### config.mk
export PLATFORM = sky130hd
export DESIGN_NAME = dense_argmax
export DESIGN_NICKNAME = d
export VERILOG_FILES = /design/src/rtl/cnn_pkg.sv /design/src/rtl/dense_weight_mem.sv /design/src/rtl/dense_argmax.sv
export SDC_FILE = /design/constraint.sdc
export NUM_CORES = 1
export LEC_CHECK = 0
export CAP_MARGIN = 5
export CORE_MARGIN = 3
export CORE_UTILIZATION = 55
export DETAILED_ROUTE_END_ITERATION = 10
export HOLD_SLACK_MARGIN = 0.06
export PLACE_DENSITY = 0.76
export SETUP_SLACK_MARGIN = 0.02
export SYNTH_ARGS = -nofsm -noshare
export SYNTH_HDL_FRONTEND = slang
export SYNTH_SLANG_ARGS = --single-unit
### constraint.sdc
create_clock -name clk -period 5.38 [get_ports clk]
set_input_delay 1.076 -clock clk [delete_from_list [all_inputs] [get_ports clk]]
set_output_delay 1.076 -clock clk [all_outputs]
set_load 0.01 [all_outputs]
### src/rtl/cnn_pkg.sv
// Shared CNN definitions: controller state encodings, geometry that fixes the
// flattened vector length, and the ternary weight type.
package cnn_pkg;

  typedef enum logic [2:0] {
    CNN_IDLE, CNN_CONV, CNN_POOL, CNN_FLATTEN, CNN_DENSE, CNN_DONE
  } cnn_state_t;

  typedef enum logic [1:0] {IDLE, ACCUMULATE, ARGMAX, OUTPUT} dense_state_t;

  localparam int IMAGE_SIZE    = 12;
  localparam int KERNEL_SIZE   = 3;
  localparam int POOL_SIZE     = 2;
  localparam int NUM_FEATURES  = 2;
  localparam int CONV_OUT_SIZE = IMAGE_SIZE - KERNEL_SIZE + 1;
  localparam int POOL_OUT_SIZE = CONV_OUT_SIZE / POOL_SIZE;
  localparam int FLAT_LEN      = POOL_OUT_SIZE * POOL_OUT_SIZE * NUM_FEATURES;

  localparam int TERNARY_W = 2;
  typedef logic signed [TERNARY_W-1:0] ternary_t;

  // Address width that never collapses to zero bits for single-entry ranges.
  function automatic int safe_clog2(input int n);
    return (n > 1) ? $clog2(n) : 1;
  endfunction

endpackage

### src/rtl/dense_weight_mem.sv
// Ternary weight store: one write port, combinational read of a full column
// (every class at one element index), asynchronous clear.
module dense_weight_mem
  import cnn_pkg::*;
#(
  parameter int NUM_CLASSES      = 4,
  parameter int FLATTENED_LENGTH = FLAT_LEN,
  parameter int WEIGHT_WIDTH     = TERNARY_W,
  localparam int CLS_W           = safe_clog2(NUM_CLASSES),
  localparam int IDX_W           = safe_clog2(FLATTENED_LENGTH)
) (
  input  logic                                   clk,
  input  logic                                   rst_n,
  input  logic                                   wr_en,
  input  logic [CLS_W-1:0]                       wr_class,
  input  logic [IDX_W-1:0]                       wr_index,
  input  logic signed [WEIGHT_WIDTH-1:0]         wr_data,
  input  logic [IDX_W-1:0]                       rd_index,
  output logic [NUM_CLASSES-1:0][WEIGHT_WIDTH-1:0] rd_col
);

  logic [WEIGHT_WIDTH-1:0] mem [NUM_CLASSES][FLATTENED_LENGTH];

  // Address decode by comparison so out-of-range writes fall through harmlessly.
  always_ff @(posedge clk or negedge rst_n) begin
    if (!rst_n) begin
      for (int c = 0; c < NUM_CLASSES; c++)
        for (int i = 0; i < FLATTENED_LENGTH; i++)
          mem[c][i] <= '0;
    end else if (wr_en) begin
      for (int c = 0; c < NUM_CLASSES; c++)
        for (int i = 0; i < FLATTENED_LENGTH; i++)
          if (wr_class == CLS_W'(c) && wr_index == IDX_W'(i))
            mem[c][i] <= wr_data;
    end
  end

  always_comb begin
    for (int c = 0; c < NUM_CLASSES; c++)
      rd_col[c] = mem[c][rd_index];
  end

endmodule

### src/rtl/dense_argmax.sv
// Fully-connected output layer: ternary-weighted dot product per class over a
// streamed feature vector, then a sequential argmax presented on valid/ready.
module dense_argmax
  import cnn_pkg::*;
#(
  parameter int FLATTENED_LENGTH = FLAT_LEN,
  parameter int NUM_CLASSES      = 4,
  parameter int DATA_WIDTH       = 8,
  parameter int WEIGHT_WIDTH     = TERNARY_W,
  parameter int ACC_WIDTH        = DATA_WIDTH + $clog2(FLATTENED_LENGTH) + 1,
  localparam int CLS_W           = safe_clog2(NUM_CLASSES),
  localparam int IDX_W           = safe_clog2(FLATTENED_LENGTH)
) (
  input  logic                           clk,
  input  logic                           rst_dense,
  input  logic                           rst_weights,
  input  logic                           weight_wr_en,
  input  logic [CLS_W-1:0]               weight_class,
  input  logic [IDX_W-1:0]               weight_index,
  input  logic signed [WEIGHT_WIDTH-1:0] weight_data,
  input  logic                           in_valid,
  output logic                           in_ready,
  input  logic signed [DATA_WIDTH-1:0]   in_data,
  output logic                           out_valid,
  input  logic                           out_ready,
  output logic [CLS_W-1:0]               out_class,
  output logic signed [ACC_WIDTH-1:0]    out_score
);

  localparam int ACNT_W = $clog2(NUM_CLASSES + 1);

  dense_state_t state, state_nxt;
  logic alive;
  logic [IDX_W-1:0] elem_cnt;
  logic [ACNT_W-1:0] amax_cnt;
  logic signed [ACC_WIDTH-1:0] acc [NUM_CLASSES];
  logic signed [ACC_WIDTH-1:0] best;
  logic [CLS_W-1:0] best_idx;
  logic [NUM_CLASSES-1:0][WEIGHT_WIDTH-1:0] w_col;
  logic accept, last_elem, amax_done;

  // Ternary weights reduce the multiply to negate / zero / pass-through.
  function automatic logic signed [ACC_WIDTH-1:0] ternary_mul(
    input logic signed [DATA_WIDTH-1:0]   x,
    input logic signed [WEIGHT_WIDTH-1:0] w
  );
    logic signed [ACC_WIDTH-1:0] xe;
    xe = {{(ACC_WIDTH-DATA_WIDTH){x[DATA_WIDTH-1]}}, x};
    if (w == WEIGHT_WIDTH'(1))  return xe;
    else if (w == '1)           return -xe;
    else                        return '0;
  endfunction

  assign accept    = in_valid && in_ready;
  assign last_elem = (elem_cnt == IDX_W'(FLATTENED_LENGTH - 1));
  assign amax_done = (amax_cnt == ACNT_W'(NUM_CLASSES));

  dense_weight_mem #(
    .NUM_CLASSES     (NUM_CLASSES),
    .FLATTENED_LENGTH(FLATTENED_LENGTH),
    .WEIGHT_WIDTH    (WEIGHT_WIDTH)
  ) u_weight_mem (
    .clk     (clk),
    .rst_n   (rst_weights),
    .wr_en   (weight_wr_en && state == IDLE),
    .wr_class(weight_class),
    .wr_index(weight_index),
    .wr_data (weight_data),
    .rd_index(elem_cnt),
    .rd_col  (w_col)
  );

  // alive keeps in_ready low until the first edge after rst_dense releases.
  always_ff @(posedge clk or negedge rst_dense) begin
    if (!rst_dense) begin
      state <= IDLE;
      alive <= 1'b0;
    end else begin
      state <= state_nxt;
      alive <= 1'b1;
    end
  end

  always_comb begin
    state_nxt = state;
    case (state)
      IDLE:       if (accept) state_nxt = last_elem ? ARGMAX : ACCUMULATE;
      ACCUMULATE: if (accept && last_elem) state_nxt = ARGMAX;
      ARGMAX:     if (amax_done) state_nxt = OUTPUT;
      OUTPUT:     if (out_ready) state_nxt = IDLE;
      default:    state_nxt = IDLE;
    endcase
  end

  always_comb begin
    in_ready  = 1'b0;
    out_valid = 1'b0;
    case (state)
      IDLE, ACCUMULATE: in_ready  = alive;
      OUTPUT:           out_valid = 1'b1;
      default:          ;
    endcase
  end

  // Accumulate / argmax datapath; the extra argmax step commits best to the outputs.
  always_ff @(posedge clk or negedge rst_dense) begin
    if (!rst_dense) begin
      elem_cnt  <= '0;
      amax_cnt  <= '0;
      best      <= '0;
      best_idx  <= '0;
      out_class <= '0;
      out_score <= '0;
      for (int c = 0; c < NUM_CLASSES; c++) acc[c] <= '0;
    end else begin
      case (state)
        IDLE, ACCUMULATE: begin
          if (accept) begin
            for (int c = 0; c < NUM_CLASSES; c++)
              acc[c] <= ((state == IDLE) ? '0 : acc[c]) + ternary_mul(in_data, $signed(w_col[c]));
            elem_cnt <= last_elem ? '0 : elem_cnt + IDX_W'(1);
          end
        end
        ARGMAX: begin
          if (amax_done) begin
            out_class <= best_idx;
            out_score <= best;
            amax_cnt  <= '0;
          end else begin
            if (amax_cnt == '0) begin
              best     <= acc[0];
              best_idx <= '0;
            end else if (acc[amax_cnt[CLS_W-1:0]] > best) begin
              best     <= acc[amax_cnt[CLS_W-1:0]];
              best_idx <= amax_cnt[CLS_W-1:0];
            end
            amax_cnt <= amax_cnt + ACNT_W'(1);
          end
        end
        default: ;
      endcase
    end
  end

endmodule

==> summary.md, run 1 <==
| Metric | Value |
|---|---|
| Run status | finished clean |
| #FFs+latches synth | 506 |
| PortBufs | 42 |
| Fillers | 3783 |
| Largest net degree at the start of global routing | 173 |
| Via count | 19810 |
| Top-count cell post-synth | dfrtp_1 |
| Fmax | 194.8 MHz |
| EDFF count, synth | 0 |
| Post-synth ARST share | 1.000 |
| Post-DRT Antenna Nets | 0 |
| Clk Latency, worst-skew pair | 0.61 ns |
| Die Wd | 232.4 um |
| Full die area | 54020 um^2 |
| Worst setup EP type | flip-flop |
| GRT Resource Usage Total | 0.2695 |
| Max Slew Vio Count | 0 |
| Placeable Area | 50380 um^2 |
| Dpl ws | 0.03534 ns |
| Peak VDD IR | 0.0002551 V |
| Pwr/cell area | 424.5 nW/um^2 |
| WL final | 72.06 mm |
| Initial antenna violation count | 0 |
| Ant diodes | 0 |
| Layout cells sized above 1 | 0.2851 |
| Final Skew | 0.02477 ns |
| Slew margin rel. | 0.2482 |
| DR iter-0 viols | 1558 |
| Tot Pwr | 0.01325 W |
| Worst Max-Slew Pin Slew | 1.124 ns |
| Sw frac | 0.3609 |
| P_sw | 0.004782 W |
| Clk pin slew, worst setup/hold paths | 0.06 ns |
| Wire per inst | 22.56 um |
| Fin crit share | 0.9540 |
| Vias per cell | 6.203 |
| Die Span Y | 232.4 um |
| Comb pwr share | 0.370 |
| DP HPWL | 50.52 mm |
| Mapped Area | 28200 um^2 |
| Worst r2r dst | acc[58]$_DFFE_PN0P_ |
| Synthesis Warnings | 0 |
| Final WS setup | 0.2475 ns |
| Multi-input gate area | 14640 um^2 |
| Biggest area consumer among synthesized cells | dfrtp_1 |
| Clock Tree Buf Depth | 3 |
| CTS tree | built |
| CP required | 5.81 ns |
| Final nets | 2592 |
| Cts hold-fix bufs | 0 |
| Unrepaired setup endpoints after global routing | false |
| Final Hold Fails | 0 |
| Synth cell types | 79 |
| Cells after synthesis | 2453 |
| Htree depth | 2 |
| Layout area overhead | 10.71% |
| Synth area leaders | dfrtp_1 (45%), mux2_2 (17%), mux4_2 (6.0%) |
| Worst reg2reg setup slack | 0.25 ns |
| First-pass GRT wire length | 114.3 mm |
| Hold Slack | 0.4821 ns |
| Int Pwr | 0.008469 W |
| DRC Markers | 0 |
| Max-Cap Viols | 0 |
| Seq pwr share | 0.352 |
| Hold Crit Class | reg2reg |
| Max Fanout on Critical Path | 23 |
| Placed cells | 3093 |
| Fin cells | 3194 |
| I/O Pins | 43 |
| Crit start category | flip-flop |
| LEAKAGE | 14.65 nW |
| Worst Setup EP | acc[58]$_DFFE_PN0P_ |
| TritonCTS Buffers | 53 |
| Rows | 82 |
| GP Congestion | 0.9392 |
| Commonest cells post-synth | dfrtp_1 (506), mux2_2 (435), nand2_1 (286) |
| Sequential cell area | 12670 um^2 |
| Final Setup Violations | 0 |
| RR Startpoint | elem_cnt[0]$_DFFE_PN0P_ |
| Grt ovf | 0 |
| Kind of critical path | reg2reg |
| Final TNS setup | 0 ns |
| Vias in the first global route | 20460 |
| Period minus WS final | 5.133 ns |
| Synthesized area per cell | 11.49 um^2 |
| Ys flop type | dfrtp_1 |
| Worst path arrival time | 5.57 ns |
| Syn nets | 2565 |
| Critical Path Start | elem_cnt[0]$_DFFE_PN0P_ |
| Post-synth top area share | 0.4491 |
| Starting Density | 0.5597 |
| Clock network fraction of design power | 0.278 |
| R2R depth | 19 |
| Clock Tree Root | clkbuf_16 |
| Sequential area share after synthesis | 0.4491 |
| CTS Sinks | 506 |
| Drt pass-1 iters | 5 |
-- sequential cells by signal, indices dropped and copies added (netlist names), 2 cells and up --
signal and cells:
out_class 2, best 15, elem_cnt 6, u_weight_mem.mem 400, acc 60, state 2, amax_cnt 3, best_idx 2
out_score 15
-- layout by cell type (no fill, tap or decap), drive strengths merged, types with 54 or more instances in the layout --
| master | netlist | final |
|---|---|---|
| dfrtp | 506 | 506 |
| nand2 | 286 | 286 |
| mux2i | 69 | 69 |
| mux2 | 436 | 436 |
| clkbuf | 105 | 78 |
| mux4 | 93 | 93 |
| ha | 84 | 84 |
| nor2 | 202 | 202 |
| nor2b | 74 | 74 |
| a21oi | 54 | 54 |
| buf | 45 | 84 |
| o21ai | 93 | 93 |
-- area by class of cell --
| cell class | count | share of cell area |
|---|---|---|
| clock inverter | 19 | 0.006052 |
| inverter | 48 | 0.005772 |
| tap | 672 | 0.02693 |
| sequential | 506 | 0.4059 |
| multi-input combinational | 1749 | 0.4689 |
| timing repair buffer | 122 | 0.03619 |
| clock buffer | 78 | 0.05030 |
-- worst max-delay path, cell delays in order, from the launching register on --
cell and delay, ns:
dfrtp_4 0.59, buf_12 0.22, buf_4 0.21, or3b_1 0.46, o221ai_1 0.32, a221oi_2 0.10, buf_4 0.20, or2_2 0.31
nor2_1 0.19, mux2i_1 0.30, nor2_2 0.09, ha_1 0.29, a21o_1 0.16, a21oi_1 0.23, o21bai_1 0.13, a211oi_1 0.33
o31ai_1 0.20, o221ai_1 0.29, mux2i_1 0.22, o311ai_0 0.13
-- how the worst min path moves through the flow --
stage | from | end | slack [ns] | cells past startpoint
5_1_grt | u_weight_mem.mem[373]$_DFFE_PN0P_ | u_weight_mem.mem[373]$_DFFE_PN0P_ | 0.51 | 1
4_1_cts | out_score[9]$_DFFE_PN0P_ | out_score[9]$_DFFE_PN0P_ | 0.48 | 2
3_5_place_dp | out_score[9]$_DFFE_PN0P_ | out_score[9]$_DFFE_PN0P_ | 0.47 | 2
3_3_place_gp | out_score[13]$_DFFE_PN0P_ | out_score[13]$_DFFE_PN0P_ | 0.46 | 2
6_report | out_score[9]$_DFFE_PN0P_ | out_score[9]$_DFFE_PN0P_ | 0.48 | 2
2_1_floorplan | acc[39]$_DFFE_PN0P_ | acc[39]$_DFFE_PN0P_ | 0.45 | 2
-- cell families (layout without fill, tap and decap cells) --
kind of cell / after synthesis / in the layout / share of synthesized area
buffers and inverters: 198 / 267 / 0.03359
DFF: 506 / 506 / 0.4491
AOI/OAI and AO/OA: 283 / 283 / 0.06487
xor gates and xnor gates: 66 / 66 / 0.02050
other: 1 / 1 / 0.0001330
muxes: 598 / 598 / 0.2753
and+or+nand+nor: 713 / 713 / 0.1164
adders and majority gates: 88 / 88 / 0.04011
-- per-layer routing --
| layer | GRT usage | wire (um) | up-vias |
|---|---|---|---|
| met5 | 0 | 0 | - |
| met4 | 0.08617 | 2421 | 0 |
| met3 | 0.04212 | 4474 | 149 |
| met2 | 0.4465 | 34700 | 639 |
| met1 | 0.3664 | 30470 | 10190 |
| li1 | - | - | 8837 |
-- stage by stage --
step,instance area [um^2],util
CTS,31140,0.6183
global route,31220,0.6197
floorplan,28200,-
detailed placement,29390,0.5833
global placement,29390,0.5833
finish,31220,0.6197
-- what timing repair did --
item                       4_1_cts  5_1_grt
setup endpoints to repair        0        5
resized for setup                0        6
buffers inserted                 0        4
-- power groups by stage --
| stage | clock [W] | combinational (W) | sequential [W] |
|---|---|---|---|
| global placement | 0 | 0.00464 | 0.00470 |
| floorplan | 0 | 0.00362 | 0.00444 |
| finish | 0.00369 | 0.00490 | 0.00466 |
| global route | 0.00389 | 0.00532 | 0.00470 |
| detailed placement | 0 | 0.00478 | 0.00473 |
| CTS | 0.00374 | 0.00481 | 0.00466 |
No activity file was read; power rests on OpenSTA's default activity.
==> inputs of run 2 (changes only) <==
--- a/config.mk
+++ b/config.mk
@@ -8,10 +8,12 @@
 export CAP_MARGIN = 5
 export CORE_MARGIN = 3
 export CORE_UTILIZATION = 55
+export CTS_CLUSTER_SIZE = 10
 export DETAILED_ROUTE_END_ITERATION = 10
 export HOLD_SLACK_MARGIN = 0.06
 export PLACE_DENSITY = 0.76
 export SETUP_SLACK_MARGIN = 0.02
+export SLEW_MARGIN = 10
 export SYNTH_ARGS = -nofsm -noshare
 export SYNTH_HDL_FRONTEND = slang
 export SYNTH_SLANG_ARGS = --single-unit
==> run 2 against run 1 <==
Against the previous run:
- clock skew is 0.012 ns higher
- register-to-register slack worse by 0.02 ns
- largest cell class unchanged
- via count hardly changed
- global-route usage is 0.082 points higher
- wire length is 0.40% higher
==> summary.md, run 2 (synthesis results as in run 1) <==
| Metric | Value |
|---|---|
| Run status | finished clean |
| Worst path arrival time | 5.60 ns |
| Routed wl met2 | 34.81 mm |
| Crit start category | flip-flop |
| Slew margin rel. | 0.2370 |
| Worst setup EP type | flip-flop |
| Worst Max-Slew Pin Slew | 1.141 ns |
| Period minus WS final | 5.150 ns |
| CTS tree | built |
| Clock Tree Buf Depth | 3 |
| Largest net degree at the start of global routing | 173 |
| Rows | 82 |
| Sequential cell area | 12670 um^2 |
| PortBufs | 42 |
| Kind of critical path | reg2reg |
| DR iter-0 viols | 1423 |
| Max-Cap Viols | 0 |
| Fin crit share | 0.9572 |
| Max Fanout on Critical Path | 23 |
| Largest Register | u_weight_mem.mem |
| Clock Tree Root | clkbuf_16 |
| Hold Crit Class | reg2reg |
| Final nets | 2598 |
| Drt pass-1 iters | 5 |
| DP HPWL | 50.52 mm |
| GP Congestion | 0.9392 |
| First-pass GRT wire length | 114.5 mm |
| Commonest non-fill, non-tap cell in the layout | dfrtp_1 |
| LEAKAGE | 14.59 nW |
| Clk pin slew, worst setup/hold paths | 0.06 ns |
| I/O Pins | 43 |
| WL final | 72.35 mm |
| Peak VDD IR | 0.0002863 V |
| Initial antenna violation count | 0 |
| Largest registers | u_weight_mem.mem: 400 flops, acc: 60 flops |
| Worst reg2reg setup slack | 0.23 ns |
| Cts hold-fix bufs | 0 |
| Post-DRT Antenna Nets | 0 |
| Grt ovf | 0 |
| Layout area overhead | 10.35% |
| Vias in the first global route | 20460 |
| Fillers | 3801 |
| Ant diodes | 0 |
| CTS Sinks | 506 |
| Layout cells sized above 1 | 0.2794 |
| Clk Latency, worst-skew pair | 0.62 ns |
| Unrepaired setup endpoints after global routing | false |
| Wire length on met3 | 4.368 mm |
| Most frequent cells in the layout | dfrtp_1 (504), mux2_2 (435), nand2_1 (285) |
| Die Span Y | 232.4 um |
| Die Wd | 232.4 um |
| Final Skew | 0.03692 ns |
| Wire per inst | 22.79 um |
| CP required | 5.83 ns |
| Placeable Area | 50380 um^2 |
| Final Hold Fails | 0 |
| Via count | 19820 |
| Vias per cell | 6.243 |
| Max Slew Vio Count | 0 |
| TritonCTS Buffers | 58 |
| Final TNS setup | 0 ns |
| Wl on met1 | 30.84 mm |
| DRC Markers | 0 |
| Full die area | 54020 um^2 |
| Htree depth | 2 |
| Highest Signal Layer | met4 |
| Pwr/cell area | 423.1 nW/um^2 |
| Multi-input gate area | 14630 um^2 |
| GRT Resource Usage Total | 0.2703 |
| Hold Slack | 0.4807 ns |
| Fmax | 194.2 MHz |
| Starting Density | 0.5597 |
| Final Setup Violations | 0 |
| Max reg flops | 400 |
## run 2: cell count changes in the layout (fill, tap and decap cells not counted)
cell,change
buf_12,+1
clkbuf_16,+6
clkbuf_8,-12
clkinv_2,-8
clkinv_4,-1
clkinvlp_4,-4
inv_6,-2
nor4b_2,+1
nor4b_4,-1
## run 2: critical path: stages (launching register included)
cell and delay [ns]:
dfrtp_4 0.59, buf_12 0.22, buf_4 0.21, or3b_1 0.46, o221ai_1 0.33, a221oi_2 0.10, buf_4 0.21, or2_2 0.31
nor2_1 0.20, mux2i_1 0.31, nor2_2 0.09, ha_1 0.29, a21o_1 0.17, a21oi_1 0.23, o21bai_1 0.13, a211oi_1 0.33
o31ai_1 0.20, o221ai_1 0.28, mux2i_1 0.21, o311ai_0 0.13
## run 2: timing repair
| action | in CTS | in global routing |
|---|---|---|
| setup buffers | 0 | 5 |
| resized for setup | 0 | 5 |
| setup endpoints to repair | 0 | 5 |
| hold endpoints to repair | 0 | 0 |
## run 2: final timing paths
kind,startpoint,to,depth (start not counted)
worst max-delay path,elem_cnt[0]$_DFFE_PN0P_,acc[58]$_DFFE_PN0P_,19
worst min-delay path,out_score[9]$_DFFE_PN0P_,out_score[9]$_DFFE_PN0P_,2
worst max register to register,elem_cnt[0]$_DFFE_PN0P_,acc[58]$_DFFE_PN0P_,19
worst min register to register,out_score[9]$_DFFE_PN0P_,out_score[9]$_DFFE_PN0P_,2
max in group asynchronous,rst_weights,u_weight_mem.mem[12]$_DFFE_PN0P_,2
min in group asynchronous,rst_dense,out_score[1]$_DFFE_PN0P_,1
## run 2: layout make-up
class                           instances  area share
Sequential cell                       506      0.4072
Timing Repair Buffer                  123     0.03695
Inverter                               48    0.005790
Multi-Input combinational cell       1749      0.4701
Clock buffer                           72     0.04998
Clock inverter                          4    0.002976
Tap cell                              672     0.02702
## run 2: stage by stage
stage	setup WS, ns	area (um^2)	util	power [W]	instances
finish	0.2303	31120	0.6177	0.01317	3174
global route	0.02694	31120	0.6177	0.01383	3174
CTS	0.06718	31030	0.6160	0.01311	3169
detailed placement	0.03534	29390	0.5833	0.009506	3093
global placement	0.1726	29390	0.5833	0.009335	3093
floorplan	0.6341	28200	-	0.008056	2453
## run 2: metal layers
metal  track usage  vias up
met5             0        -
met4       0.09005        0
met3       0.04665      157
met2        0.4457      629
met1        0.3649    10200
li1              -     8829
## run 2: where the power goes
group          switching [W]  internal [W]
clock network        0.00150       0.00209
registers           0.000445       0.00421
logic                0.00277       0.00215
total                0.00472       0.00845
